===== config.mk =====
export PLATFORM = sky130hd
export DESIGN_NAME = bkm_iter_sequencer
export DESIGN_NICKNAME = d
export VERILOG_FILES = /design/src/rtl/bkm_pkg.sv /design/src/rtl/bkm_seq_counter.sv /design/src/rtl/bkm_iter_sequencer.sv
export SDC_FILE = /design/constraint.sdc
export NUM_CORES = 1
export LEC_CHECK = 0
export BUFFER_PORTS_ARGS = -buffer_cell sky130_fd_sc_hd__buf_2
export CORE_AREA = 2 2 221 223
export CTS_CLUSTER_SIZE = 40
export DETAILED_ROUTE_END_ITERATION = 8
export DIE_AREA = 0 0 223 225
export MAX_ROUTING_LAYER = met4
export PLACE_DENSITY_LB_ADDON = 0.2
export SLEW_MARGIN = 20
export SYNTH_ARGS = -nofsm -noshare
export SYNTH_HDL_FRONTEND = slang
export SYNTH_SLANG_ARGS = --single-unit

===== constraint.sdc =====
create_clock -name clk -period 4.8 [get_ports clk]
set_clock_uncertainty 0.2 [all_clocks]
set_input_delay 1.44 -clock clk [delete_from_list [all_inputs] [get_ports clk]]
set_output_delay 1.44 -clock clk [all_outputs]
set_load 0.02 [all_outputs]

===== src/rtl/bkm_pkg.sv =====
// Shared types and constants for the BKM sequencer, control step and data step.
package bkm_pkg;

  // Sequencer FSM encoding
  typedef enum logic [1:0] {
    StIdle = 2'd0,
    StIter = 2'd1,
    StDone = 2'd2
  } seq_state_e;

  // Signed-digit encoding for d_x / d_y, shared with the control and data steps
  localparam logic [1:0] DigitZero = 2'b00;
  localparam logic [1:0] DigitPos  = 2'b01;
  localparam logic [1:0] DigitNeg  = 2'b11;

  // BKM mode codes
  localparam logic ModeE = 1'b0;  // exponential
  localparam logic ModeL = 1'b1;  // logarithm

  // Number format codes
  localparam logic [1:0] FmtFix  = 2'd0;
  localparam logic [1:0] FmtFp32 = 2'd1;
  localparam logic [1:0] FmtFp64 = 2'd2;
  localparam logic [1:0] FmtRsvd = 2'd3;

endpackage


===== src/rtl/bkm_seq_counter.sv =====
// Iteration index counter: clear, advance, global enable and a terminal-count flag
// that asserts when the index equals N_ITER-1. The counter never wraps past N_ITER-1.
module bkm_seq_counter #(
  parameter int unsigned LOG2N  = 6,
  parameter int unsigned N_ITER = 64
) (
  input  logic             clk,
  input  logic             srst,
  input  logic             enable,
  input  logic             clear,
  input  logic             advance,
  output logic [LOG2N-1:0] count,
  output logic             last
);

  localparam logic [LOG2N-1:0] LastIdx = LOG2N'(N_ITER - 1);

  logic [LOG2N-1:0] count_q;

  // Index register; clear beats advance, and advance stops at the last index
  always_ff @(posedge clk) begin
    if (srst) begin
      count_q <= '0;
    end else if (enable) begin
      if (clear) begin
        count_q <= '0;
      end else if (advance && (count_q != LastIdx)) begin
        count_q <= count_q + LOG2N'(1);
      end
    end
  end

  assign count = count_q;
  assign last  = (count_q == LastIdx);

endmodule


===== src/rtl/bkm_iter_sequencer.sv =====
// Sequences one full BKM run over the combinational bkm_data_step datapath.
// Optional completed-run counter on perf_ops enabled by macro BKM_SEQ_PERF_CNT_EN.
module bkm_iter_sequencer
  import bkm_pkg::*;
#(
  parameter int unsigned W      = 64,
  parameter int unsigned LOG2N  = 6,
  parameter int unsigned N_ITER = 64
) (
  input  logic             clk,
  input  logic             srst,
  input  logic             enable,
  input  logic             abort,
  input  logic             in_valid,
  output logic             in_ready,
  input  logic             in_mode,
  input  logic [1:0]       in_format,
  input  logic [W-1:0]     in_X0,
  input  logic [W-1:0]     in_Y0,
  input  logic [1:0]       ctl_d_x_n,
  input  logic [1:0]       ctl_d_y_n,
  output logic             step_mode,
  output logic [1:0]       step_format,
  output logic [LOG2N-1:0] step_n,
  output logic [1:0]       step_d_x_n,
  output logic [1:0]       step_d_y_n,
  output logic [W-1:0]     step_X_n,
  output logic [W-1:0]     step_Y_n,
  input  logic [W-1:0]     step_X_np1,
  input  logic [W-1:0]     step_Y_np1,
  output logic             busy,
  output logic             out_valid,
  input  logic             out_ready,
  output logic [W-1:0]     out_X,
  output logic [W-1:0]     out_Y,
  output logic [31:0]      perf_ops
);

  seq_state_e       state_q, state_d;
  logic [W-1:0]     x_q, x_d, y_q, y_d;
  logic             mode_q, mode_d;
  logic [1:0]       format_q, format_d;
  logic             cnt_clr, cnt_adv, cnt_last;
  logic [LOG2N-1:0] cnt;
  logic             handshake;

  bkm_seq_counter #(
    .LOG2N  (LOG2N),
    .N_ITER (N_ITER)
  ) u_counter (
    .clk     (clk),
    .srst    (srst),
    .enable  (enable),
    .clear   (cnt_clr),
    .advance (cnt_adv),
    .count   (cnt),
    .last    (cnt_last)
  );

  // Next-state, operand capture, per-iteration update and handshake outputs
  always_comb begin
    state_d   = state_q;
    x_d       = x_q;
    y_d       = y_q;
    mode_d    = mode_q;
    format_d  = format_q;
    cnt_clr   = 1'b0;
    cnt_adv   = 1'b0;
    in_ready  = 1'b0;
    out_valid = 1'b0;
    handshake = 1'b0;
    unique case (state_q)
      StIdle: begin
        in_ready = 1'b1;
        if (in_valid) begin
          x_d      = in_X0;
          y_d      = in_Y0;
          mode_d   = in_mode;
          format_d = in_format;
          cnt_clr  = 1'b1;
          state_d  = StIter;
        end
      end
      StIter: begin
        // Abort leaves X/Y as they were
        if (abort) begin
          state_d = StIdle;
        end else begin
          x_d = step_X_np1;
          y_d = step_Y_np1;
          if (cnt_last) begin
            state_d = StDone;
          end else begin
            cnt_adv = 1'b1;
          end
        end
      end
      StDone: begin
        out_valid = 1'b1;
        if (abort) begin
          state_d = StIdle;
        end else if (out_ready) begin
          handshake = 1'b1;
          state_d   = StIdle;
        end
      end
      default: state_d = StIdle;
    endcase
  end

  // State registers; enable low freezes everything, abort included
  always_ff @(posedge clk) begin
    if (srst) begin
      state_q  <= StIdle;
      x_q      <= '0;
      y_q      <= '0;
      mode_q   <= 1'b0;
      format_q <= 2'd0;
    end else if (enable) begin
      state_q  <= state_d;
      x_q      <= x_d;
      y_q      <= y_d;
      mode_q   <= mode_d;
      format_q <= format_d;
    end
  end

  assign step_mode   = mode_q;
  assign step_format = format_q;
  assign step_n      = cnt;
  assign step_d_x_n  = ctl_d_x_n;
  assign step_d_y_n  = ctl_d_y_n;
  assign step_X_n    = x_q;
  assign step_Y_n    = y_q;
  assign busy        = (state_q != StIdle);
  assign out_X       = x_q;
  assign out_Y       = y_q;

`ifdef BKM_SEQ_PERF_CNT_EN
  logic [31:0] perf_q;

  // Completed-run counter; aborted runs never reach a handshake so are not counted
  always_ff @(posedge clk) begin
    if (srst) begin
      perf_q <= '0;
    end else if (enable && handshake) begin
      perf_q <= perf_q + 32'd1;
    end
  end

  assign perf_ops = perf_q;
`else
  assign perf_ops = '0;
`endif

endmodule


==> impl_metrics.env <==
export IMPL_clkLatencyLatePin_ns=0.47
export IMPL_critPathMaxFanout=11
export IMPL_clock_path_buffers=2
export IMPL_leakage_nw=5.117
export IMPL_final_common_cell="buf_2"
export IMPL_grt_pass1_wl_um=43750
export IMPL_slowest_stage="dfxtp_1"
export IMPL_grt_pass1_vias=7354
export IMPL_core_mm2=0.04755
export IMPL_rsz0062_at_grt="no"
export IMPL_status="finished clean"
export IMPL_start_kind="flip-flop"
export IMPL_cts_made_buffers=17
export IMPL_cpPeakStageDelay_ns=0.59
export IMPL_synth_compound_area_share=0.2202
export IMPL_place_inst=1902
export IMPL_synth_edf_count=0
export IMPL_firstDrtPassIters=6
export IMPL_synth_xor_area_share=0
export IMPL_path_clk_slew_ns=0.06
export IMPL_layout_common_cells="buf_2, nand2_1, dfxtp_1"
export IMPL_pwr_share_seq=0.365
export IMPL_yosys_warnings=0
export IMPL_drtAntennaViolNets=0
export IMPL_io_buffers=532
export IMPL_dieArea_mm2=0.05018
export IMPL_grt_ovfl_total=0
export IMPL_cts_root_buf="clkbuf_16"
export IMPL_synth_simple_area_share=0.2075
export IMPL_areaGrowthSynthToFinish_pct=35.11
export IMPL_drt_wirelength_per_cell_um=15.59
export IMPL_ioPinCount=573
export IMPL_die_w_um=223
export IMPL_synthFlopType="dfxtp_1"
export IMPL_core_rowCount=80
export IMPL_arrival_ns=1.50
export IMPL_place_gp_congestion=0.7363
export IMPL_cellPowerDensity_mw_per_mm2=348.3
export IMPL_num_vias=7638
export IMPL_yosys_area_top_type="dfxtp_1"
export IMPL_worst_setup_path_type="reg2out"
export IMPL_cp_end_kind="primary output"
export IMPL_setup_viol=0
export IMPL_finalCriticalPeriod_ns=3.142
export IMPL_ir_worst_vdd_mv=0.2529
export IMPL_sw_frac_of_total=0.3528
export IMPL_vias_per_cell=3.949
export IMPL_setup_tns_final_ns=0
export IMPL_syn_avg_cell_area_um2=8.263
export IMPL_slew_viol_final=0
export IMPL_syn_cell_area_mm2=0.007809
export IMPL_synth_top_area_share=0.3564
export IMPL_syn_inst=945
export IMPL_hpwl_um=22480
export IMPL_fmax_mhz=318.3
export IMPL_antenna_found_initial=0
export IMPL_finalPower_mw=3.675
export IMPL_multi_input_area_mm2=0.003542
export IMPL_final_cells=1934
export IMPL_worst_path_stages=3
export IMPL_cts_tree="done"
export IMPL_r2r_cells=4
export IMPL_pwr_share_clk=0.364
export IMPL_ctsHoldBuffers=0
export IMPL_internal_power_mw=2.378
export IMPL_die_y_um=225
export IMPL_nNetsFinal=1576
export IMPL_muxShareOfSynthArea=0.005127
export IMPL_drv_cap=0
export IMPL_crit_chain="nor2_1 -> inv_1 -> buf_2"
export IMPL_ys_ff_latch=139
export IMPL_hold_depth=2
export IMPL_drc=0
export IMPL_place_ws_ns=1.374
export IMPL_clock_sinks=139
export IMPL_critPathTopFamily="flip-flops"
export IMPL_yosysSeqAreaShare=0.3564
export IMPL_synthAdderAreaFrac=0.001602
export IMPL_hold_path_class="reg2reg"
export IMPL_whs_ns=0.3004
export IMPL_drive_gt1_frac=0.5034
export IMPL_grt_use_total=0.1195
export IMPL_synth_top_family_by_area="compound AO/OA/AOI/OAI gates"
export IMPL_worstPathRequired_ns=3.16
export IMPL_max_slew_margin=0.3571
export IMPL_combPwrFrac=0.271
export IMPL_cts_setup_buffers=0
export IMPL_min_period_over_period=0.6546
export IMPL_drt_initial_drc_count=252
export IMPL_htreeDepth=4
export IMPL_drt_total_wl_um=30160
export IMPL_antenna_cells=0
export IMPL_initial_core_util=0.1642
export IMPL_fillers=5311
export IMPL_timing_final_ws_setup_ns=1.658
export IMPL_hold_violations=0
export IMPL_synthDistinctLibCells=36
export IMPL_netlist_top_cells_area="dfxtp_1, buf_4, a311oi_2, nand2_1, nor2_1"
export IMPL_ctsResizeCount=0
export IMPL_critPathBufInv=2
export IMPL_worstMarginPinSlew_ns=0.9508
export IMPL_grt_max_degree=82
export IMPL_p_sw_mw=1.296
export IMPL_async_flop_share=0
export IMPL_seqCellArea_mm2=0.002783
[power by group through the flow]
stage	registers, mW	logic, mW	clock network [mW]
detailed placement	1.37	1.01	0
CTS	1.35	1.01	1.40
finish	1.34	0.995	1.34
global placement	1.37	1.01	0
global route	1.36	1.08	1.43
floorplan	1.46	0.662	0
[stage by stage]
step	util	cell area (um^2)
2_1_floorplan	-	7925
3_3_place_gp	0.2099	9981
3_5_place_dp	0.2099	9981
4_1_cts	0.2219	10550
5_1_grt	0.2219	10550
6_report	0.2219	10550
[state kept, by name, summed over array words and instances (netlist names)]
signal,flops
out_X,64
u_counter.count,6
state_q,2
step_format,2
out_Y,64
step_mode,1
[cells in the mapped netlist, types with 2 or more instances]
cell	count
a21oi_1	4
nand2b_1	2
buf_2	34
buf_4	172
and2_1	4
or4_1	2
a311oi_1	49
clkbuf_1	27
inv_1	4
buf_6	4
nand4b_1	2
nor2_1	135
o21ai_0	2
o31ai_1	2
dfxtp_1	139
nand2_1	258
nand3_1	2
and3_1	3
mux2i_1	4
a311oi_2	79
or3_1	2
[path summary, 6_finish.rpt]
kind	from	to	slack, ns
setup / recovery	state_q[0]	busy	1.66
hold / removal	step_format[1]	step_format[1]	0.30
setup reg to reg	state_q[0]	out_Y[19]	2.40
hold reg to reg	step_format[1]	step_format[1]	0.30
[layout make-up]
type                    instances  area share
clock buffers                  19     0.04198
clock inverters                13     0.01198
inverters                       4    0.001423
multi-input cells             595      0.3357
flip-flops and latches        139      0.2638
well taps                     615     0.07294
repair buffers                549      0.2722
[worst register-to-register path, delay by kind of cell (launching register included)]
family | cells | cell delay (ns)
AO/OA/AOI/OAI | 2 | 1.08
flip-flops | 1 | 0.59
buffers and inverters | 1 | 0.34
AND/OR/NAND/NOR | 1 | 0.10
[cells by family (layout without fill, tap and decap cells)]
family,after synthesis,in the layout
and+or+nand+nor,415,415
buffers and inverters,242,585
AOI/OAI and AO/OA,143,143
DFF,139,139
muxes,4,4
adders and majority gates,1,1
other,1,32
[metal layers]
metal  part of all wire  GRT usage  up-vias
li1                   -          -     3747
met5                  0          -        -
met3              0.057    0.03025       26
met4              0.017    0.04720        0
met1               0.41     0.1326     3565
met2               0.52     0.2057      300
Note: power is estimated with default switching activity, not from simulation.
